===== config.mk =====
export PLATFORM = sky130hd
export DESIGN_NAME = plic_claim_agent
export DESIGN_NICKNAME = d
export VERILOG_FILES = /design/src/rtl/plic_pkg.sv /design/src/rtl/sat_counter.sv /design/src/rtl/plic_claim_agent.sv
export SDC_FILE = /design/constraint.sdc
export NUM_CORES = 1
export LEC_CHECK = 0
export ABC_AREA = 0
export CAP_MARGIN = 10
export CORE_AREA = 5 5 96 89
export CTS_CLUSTER_DIAMETER = 100
export DETAILED_ROUTE_END_ITERATION = 6
export DIE_AREA = 0 0 101 94
export PLACE_DENSITY = 0.83
export SETUP_SLACK_MARGIN = 0.1
export SYNTH_ARGS = -nofsm -noshare
export SYNTH_HDL_FRONTEND = slang
export SYNTH_HIERARCHICAL = 1
export SYNTH_SLANG_ARGS = --single-unit

===== constraint.sdc =====
create_clock -name clk_i -period 1.9 [get_ports clk_i]
set_input_delay 0.38 -clock clk_i [delete_from_list [all_inputs] [get_ports clk_i]]
set_output_delay 0.38 -clock clk_i [all_outputs]
set_load 0.05 [all_outputs]

===== src/rtl/plic_pkg.sv =====
// PLIC register map constants and claim-agent state encoding.
package plic_pkg;

  localparam logic [31:0] PLIC_CLAIM_OFFSET  = 32'h0020_0004;
  localparam logic [31:0] PLIC_THRES_OFFSET  = 32'h0020_0000;
  localparam logic [31:0] PLIC_ENABLE_OFFSET = 32'h0000_2000;
  localparam logic [31:0] PLIC_PRI_BASE      = 32'h4;

  typedef enum logic [2:0] {
    IDLE,
    CLAIM_REQ,
    CLAIM_RSP,
    DISPATCH,
    WAIT_DONE,
    COMPLETE_REQ,
    COOLDOWN
  } plic_agent_state_e;

  // Claim/complete register address for a PLIC instance at base.
  function automatic logic [31:0] plic_claim_addr(input logic [31:0] base);
    return base + PLIC_CLAIM_OFFSET;
  endfunction

endpackage


===== src/rtl/sat_counter.sv =====
// Saturating up-counter: sticks at all-ones instead of wrapping.
module sat_counter #(
  parameter int W = 16
) (
  input  logic         clk_i,
  input  logic         rstn_i,
  input  logic         inc_i,
  output logic [W-1:0] cnt_o
);

  localparam logic [W-1:0] One = W'(1);

  // Increment on request unless already at the ceiling.
  always_ff @(posedge clk_i or negedge rstn_i) begin
    if (!rstn_i)                   cnt_o <= '0;
    else if (inc_i && cnt_o != '1) cnt_o <= cnt_o + One;
  end

endmodule


===== src/rtl/plic_claim_agent.sv =====
// Hardware claim/complete initiator: claims an ID from the PLIC on
// notification, hands it to a consumer, and writes it back on done.
module plic_claim_agent
  import plic_pkg::*;
#(
  parameter logic [31:0] BaseAddr       = 32'h0C00_0000,
  parameter int          IntrIdW        = 6,
  parameter int          CooldownCycles = 3
) (
  input  logic               clk_i,
  input  logic               rstn_i,
  input  logic               enable_i,
  input  logic               irq_external_i,
  output logic               reg_en_o,
  output logic               reg_we_o,
  output logic [31:0]        reg_addr_o,
  output logic [31:0]        reg_wdata_o,
  input  logic [31:0]        reg_rdata_i,
  input  logic               reg_ready_i,
  output logic               irq_valid_o,
  output logic [IntrIdW-1:0] irq_id_o,
  input  logic               irq_ready_i,
  input  logic               done_valid_i,
  input  logic [IntrIdW-1:0] done_id_i,
  output logic               busy_o,
  output logic [15:0]        claim_cnt_o,
  output logic [15:0]        spurious_cnt_o,
  output logic               err_mismatch_o
);

  localparam logic [31:0] ClaimAddr = plic_claim_addr(BaseAddr);
  localparam logic [3:0]  CoolLast  = 4'(CooldownCycles - 1);

  plic_agent_state_e  state_q, state_d;
  logic [IntrIdW-1:0] id_q;
  logic [3:0]         cool_q;
  logic               err_q;
  logic [IntrIdW-1:0] rsp_id;
  logic               rdata_unused;

  // Only the low ID bits of the claim read are meaningful.
  assign rsp_id       = reg_rdata_i[IntrIdW-1:0];
  assign rdata_unused = ^reg_rdata_i[31:IntrIdW];

  // State register; async reset abandons any in-flight service.
  always_ff @(posedge clk_i or negedge rstn_i) begin
    if (!rstn_i) state_q <= IDLE;
    else         state_q <= state_d;
  end

  // Next-state logic; enable_i only gates leaving IDLE.
  always_comb begin
    state_d = state_q;
    unique case (state_q)
      IDLE:         if (enable_i && irq_external_i) state_d = CLAIM_REQ;
      CLAIM_REQ:    if (reg_ready_i)                state_d = CLAIM_RSP;
      CLAIM_RSP:    state_d = (rsp_id == '0) ? COOLDOWN : DISPATCH;
      DISPATCH:     if (irq_ready_i)                state_d = WAIT_DONE;
      WAIT_DONE:    if (done_valid_i)               state_d = COMPLETE_REQ;
      COMPLETE_REQ: if (reg_ready_i)                state_d = COOLDOWN;
      COOLDOWN:     if (cool_q == CoolLast)         state_d = IDLE;
      default:      state_d = IDLE;
    endcase
  end

  // Latch the claimed ID; it drives both dispatch and completion data.
  always_ff @(posedge clk_i or negedge rstn_i) begin
    if (!rstn_i)                                  id_q <= '0;
    else if (state_q == CLAIM_RSP && rsp_id != '0) id_q <= rsp_id;
  end

  // Cooldown timer restarts from zero on every entry to COOLDOWN.
  always_ff @(posedge clk_i or negedge rstn_i) begin
    if (!rstn_i)                  cool_q <= '0;
    else if (state_q == COOLDOWN) cool_q <= cool_q + 4'd1;
    else                          cool_q <= '0;
  end

  // Sticky flag when the consumer completes an ID other than the one held.
  always_ff @(posedge clk_i or negedge rstn_i) begin
    if (!rstn_i) err_q <= 1'b0;
    else if (state_q == WAIT_DONE && done_valid_i && done_id_i != id_q) err_q <= 1'b1;
  end

  sat_counter #(.W(16)) u_claim_cnt (
    .clk_i  (clk_i),
    .rstn_i (rstn_i),
    .inc_i  (state_q == CLAIM_RSP && rsp_id != '0),
    .cnt_o  (claim_cnt_o)
  );

  sat_counter #(.W(16)) u_spurious_cnt (
    .clk_i  (clk_i),
    .rstn_i (rstn_i),
    .inc_i  (state_q == CLAIM_RSP && rsp_id == '0),
    .cnt_o  (spurious_cnt_o)
  );

  // Outputs are decoded from the state register, so the bus request is
  // naturally held stable while reg_ready_i is low.
  assign reg_en_o       = (state_q == CLAIM_REQ) || (state_q == COMPLETE_REQ);
  assign reg_we_o       = (state_q == COMPLETE_REQ);
  assign reg_addr_o     = reg_en_o ? ClaimAddr : 32'h0;
  assign reg_wdata_o    = reg_we_o ? 32'(id_q) : 32'h0;
  assign irq_valid_o    = (state_q == DISPATCH);
  assign irq_id_o       = id_q;
  assign busy_o         = (state_q != IDLE);
  assign err_mismatch_o = err_q;

endmodule

[After elaboration in Yosys (flattened, before gate mapping)]
Index checks and enable logic that the tools add are counted.
Word-level totals
  register bits after elaboration: 46
  input port bits: 45
  output and inout bits: 107
Cells by class
  $add $sub $neg: 3
  eq/ne operators: 16
  mux-type cells: 11
  reductions and logical operators: 13
Operators with widths (count)
  adder 16 x 1 -> 16 bit, second input constant: 2
  inequality test 16 bit, second input constant: 2
  two-way mux 28 bit: 1
  two-way mux 3 bit: 7
  one-hot mux 3 bit (7 select lines): 1
  == test 3 bit, second input constant: 3
  inequality test 2 bit, second input constant: 4
  logical AND 1 bit: 7
  == test 3 x 2 -> 1 bit, second input constant: 2
  logical NOT 6 bit: 1
  two-way mux 6 bit: 1
  inequality test 6 bit: 1
  AND reduction 6 bit: 1
  nonzero test 6 bit: 1
  adder 4 x 1 -> 4 bit, second input constant: 1
  == test 4 x 2 -> 1 bit, second input constant: 1
  two-way mux 4 bit: 1
  inequality test 2 x 1 -> 1 bit, second input constant: 2
  == test 3 x 1 -> 1 bit, second input constant: 1
  logical NOT 3 bit: 1
  nonzero test 3 bit: 1
  logical OR 1 bit: 1

[Depth between registers and ports, before layout]
  depth in word-level cells: 3
  mapped depth: 7
  gate-level depth less buffers: 6

[Cells and area by module]
The synthesis kept the hierarchy.
By module, submodules not included
  sat_counter: times used 2, cells an instance 72, area each 859.6 µm²
  plic_claim_agent: times used 1, cells an instance 141, area each 1267.5 µm²

[Worst setup path before layout]
No wires, ideal clock.
  path type: register -> output
  start point: register state_q[0]
  end point: output port reg_wdata_o[0]
  data arrival time: 2.157 ns
  required time: 1.520 ns
  path slack: -0.637 ns
  cell stages (with the launch flop): 4
  buffers on the path: 1
  cells stage by stage: dfrtp_1 > buf_2 > nor2b_1 > and3_1
Between the ends
  longest elaborated chain between the ends: 2
RTL lines
  start, declared: line plic_claim_agent.sv:34  | plic_agent_state_e state_q, state_d;
  start signal, assigned: line plic_claim_agent.sv:48  | else state_q <= state_d;
  == test 3 bit: line plic_claim_agent.sv:102  | assign reg_we_o = (state_q == COMPLETE_REQ);
  two-way mux 6 bit: line plic_claim_agent.sv:104  | assign reg_wdata_o = reg_we_o ? 32'(id_q) : 32'h0;
  end, declared: line plic_claim_agent.sv:17  | output logic [31:0] reg_wdata_o,
Every way passes these cells.

[Worst setup path after layout]
Same ends and word-level chain as after synthesis.

==> metrics.yaml <==
status:
  status: "completed"
floorplan:
  rows: 30
  die_h_um: 94
  io_pins: 152
  core_area_mm2: 0.00739
  die-area_mm2: 0.00949
  start_util: 0.404
  die_x_um: 101
synth:
  yosysMostFrequentCell: "buf_4"
  synth_compound_area_frac: 0.109
  syn_area_mm2: 0.00299
  synthSimpleGateAreaFrac: 0.243
  synth_fa_ha_area_frac: 0.0168
  synth_top_family_by_area: "simple AND/OR/NAND/NOR gates"
  ys_seq_area_frac: 0.385
  async_flop_share: 1.00
  synthXorXnorAreaFrac: 0.0645
  netlist_instances: 285
  ys_ff_latch: 46
  synth_warnings: 6
  ys.flop_type: "dfrtp_1"
  synth_commonest_cells: "buf_4 (59), dfrtp_1 (46), nand4_1 (17), nand2_1 (14)"
  synth_top_cell_area_share: 0.385
  avgSynthCellArea_um2: 10.5
  synth_area_leader_cell: "dfrtp_1"
  synth_cell_types: 46
  synth.top_cells.by_area: "dfrtp_1 (39%), buf_4 (15%), nand4_1 (3.6%)"
  yosys-mux-area-fraction: 0.0226
  synth_edf_count: 0
sta:
  fin_crit_sh: 0.968
  max_clock_freq_mhz: 544
  hold_viol_final: 0
  setup_viol: 0
  period_needed_ps: 1840
  maxSlewViolCount: 0
  setup_tns_ps: 0
  worst_clock_skew_ps: 10.1
  worst_hold_slack_ps: 27.0
  rsz0062_at_grt: "true"
cts:
  cts-root-buf: "clkbuf_8"
  clk_path_buf_depth: 2
  cts_sinks: 46
  insertion_delay_ps: 300
  cts_hold_buf: 0
  h-tree-depth: 2
  numCtsBuffers: 5
  cts.clk_slew.worst_paths_ps: 90
  cts_tree: "done"
setup_path:
  cp_slowest_stage_delay_ps: 400
  cp_max_fo: 5
  setup.worst_path.class: "reg2out"
  critPathRequiredTime_ps: 1520
  r2r_end: "u_spurious_cnt/cnt_o[13]"
  ff2ff_setup_slack_ps: 80
  worstPathArrival_ps: 1460
  crit_chain: "buf_4, buf_6, nor2b_4, and3_4, buf_12"
  critPathSlowestCell: "dfrtp_1"
  reg2regPathDepth: 7
  startpoint_type: "flip-flop"
  reg2reg_from: "state_q[0]"
  critPathBufInv: 3
  cp-end-kind: "output port"
  crit_family: "simple AND/OR/NAND/NOR gates"
global_routing:
  grt_usage: 0.139
  grt_overflow_total: 0
  grt_pass1_wl_um: 10700
  antenna_found_initial: 0
  grt_pass1_vias: 2260
  grt_max_degree: 24
cells_and_area:
  drive_gt1_frac: 0.378
  area_growth_pct: 34.7
  fin_area_mm2: 0.00402
  nNetsFinal: 432
  n_antenna_cell: 0
  final_util: 0.544
routing:
  drt.antenna.violating_nets: 0
  wirelength_um: 6970
  drc: 0
  wl_per_cell_um: 14.5
  drtPass1Iterations: 4
  drt_iter0_drc: 65
  route.vias.total: 2362
  viasPerCell: 4.92
power:
  p_per_area_mw_per_mm2: 1210
  p_leak_nw: 1.94
  power_w: 0.00488
  ir_drop_uv: 695
place:
  dpl-instance-area_mm2: 0.00379
  place_hpwl_um: 5340
  io_buffer_count: 71
  gp_congestion: 0.826
run:
  maxCapViolations: 0
min_path:
  hold_path_class: "in2async"
## metrics by stage
stage               setup WS (ps)  instances
CTS                           101        476
global placement             -330        464
detailed placement           -328        464
global route                -24.6        480
finish                       61.4        480
floorplan                    92.7        338
## routing by layer
layer / GRT usage / part of all wire / up-vias
met1: 0.178 / 0.44 / 1137
li1: - / - / 1127
met3: 0.0393 / 0.072 / 7
met5: 0 / 0 / -
met2: 0.228 / 0.48 / 91
met4: 0.0432 / 0.010 / 0
## timing repair
item	in CTS	in global routing
setup endpoints to repair	34	24
resized for setup	12	18
pin swaps	5	15
setup buffers	3	4
cloned	1	0
## area by class of cell
class	instances	area [um^2]
clock buffer	5	68.8
clock inverter	3	21.3
timing repair buffer	98	967
multi-input combinational	227	1660
sequential	46	1160
fill	669	3370
inverter	5	18.8
tap	96	120
## layout by cell type (no fill, tap or decap), types with 5 or more instances in the layout
cell	count
buf_4	61
conb_1	54
dfrtp_1	37
nand4_1	17
buf_12	14
nand2_1	11
xnor2_1	11
nand3_1	11
xor2_1	11
clkdlybuf4s50_1	11
nor2_1	10
o21a_1	10
and3_4	9
dfrtp_2	9
a21oi_1	8
a31oi_1	8
nor4_4	5
inv_1	5
clkbuf_8	5
dlygate4sd2_1	5
## cell families after synthesis
family / after synthesis
DFF: 46
muxes: 6
AOI/OAI and AO/OA: 43
buffers and inverters: 66
adders and majority gates: 4
and+or+nand+nor: 97
other: 1
xor gates and xnor gates: 22
## state kept, by name, indices dropped and copies added, names as in the netlist
name	count
u_spurious_cnt/cnt_o	16
err_mismatch_o	1
cool_q	4
irq_id_o	6
state_q	3
u_claim_cnt/cnt_o	16
## power breakdown
part	internal, W	leakage [nW]	switching, W
sequential	0.00117	0.598	0.000243
clock	0.000259	0.0441	0.000352
combinational	0.00112	1.30	0.00174
## worst max-delay path by stage
stage                    from                       end  slack, ps  cells past startpoint
3_5_place_dp   reg_rdata_i[0]     u_claim_cnt/cnt_o[14]       -330                      8
5_1_grt            state_q[0]  u_spurious_cnt/cnt_o[15]        -20                      7
4_1_cts            state_q[0]     u_claim_cnt/cnt_o[15]        100                      6
3_3_place_gp   reg_rdata_i[1]  u_spurious_cnt/cnt_o[14]       -330                      7
6_report           state_q[0]            reg_wdata_o[0]         60                      5
2_1_floorplan      state_q[1]     u_claim_cnt/cnt_o[15]         90                      7
Power figures use the tool's default switching activity.
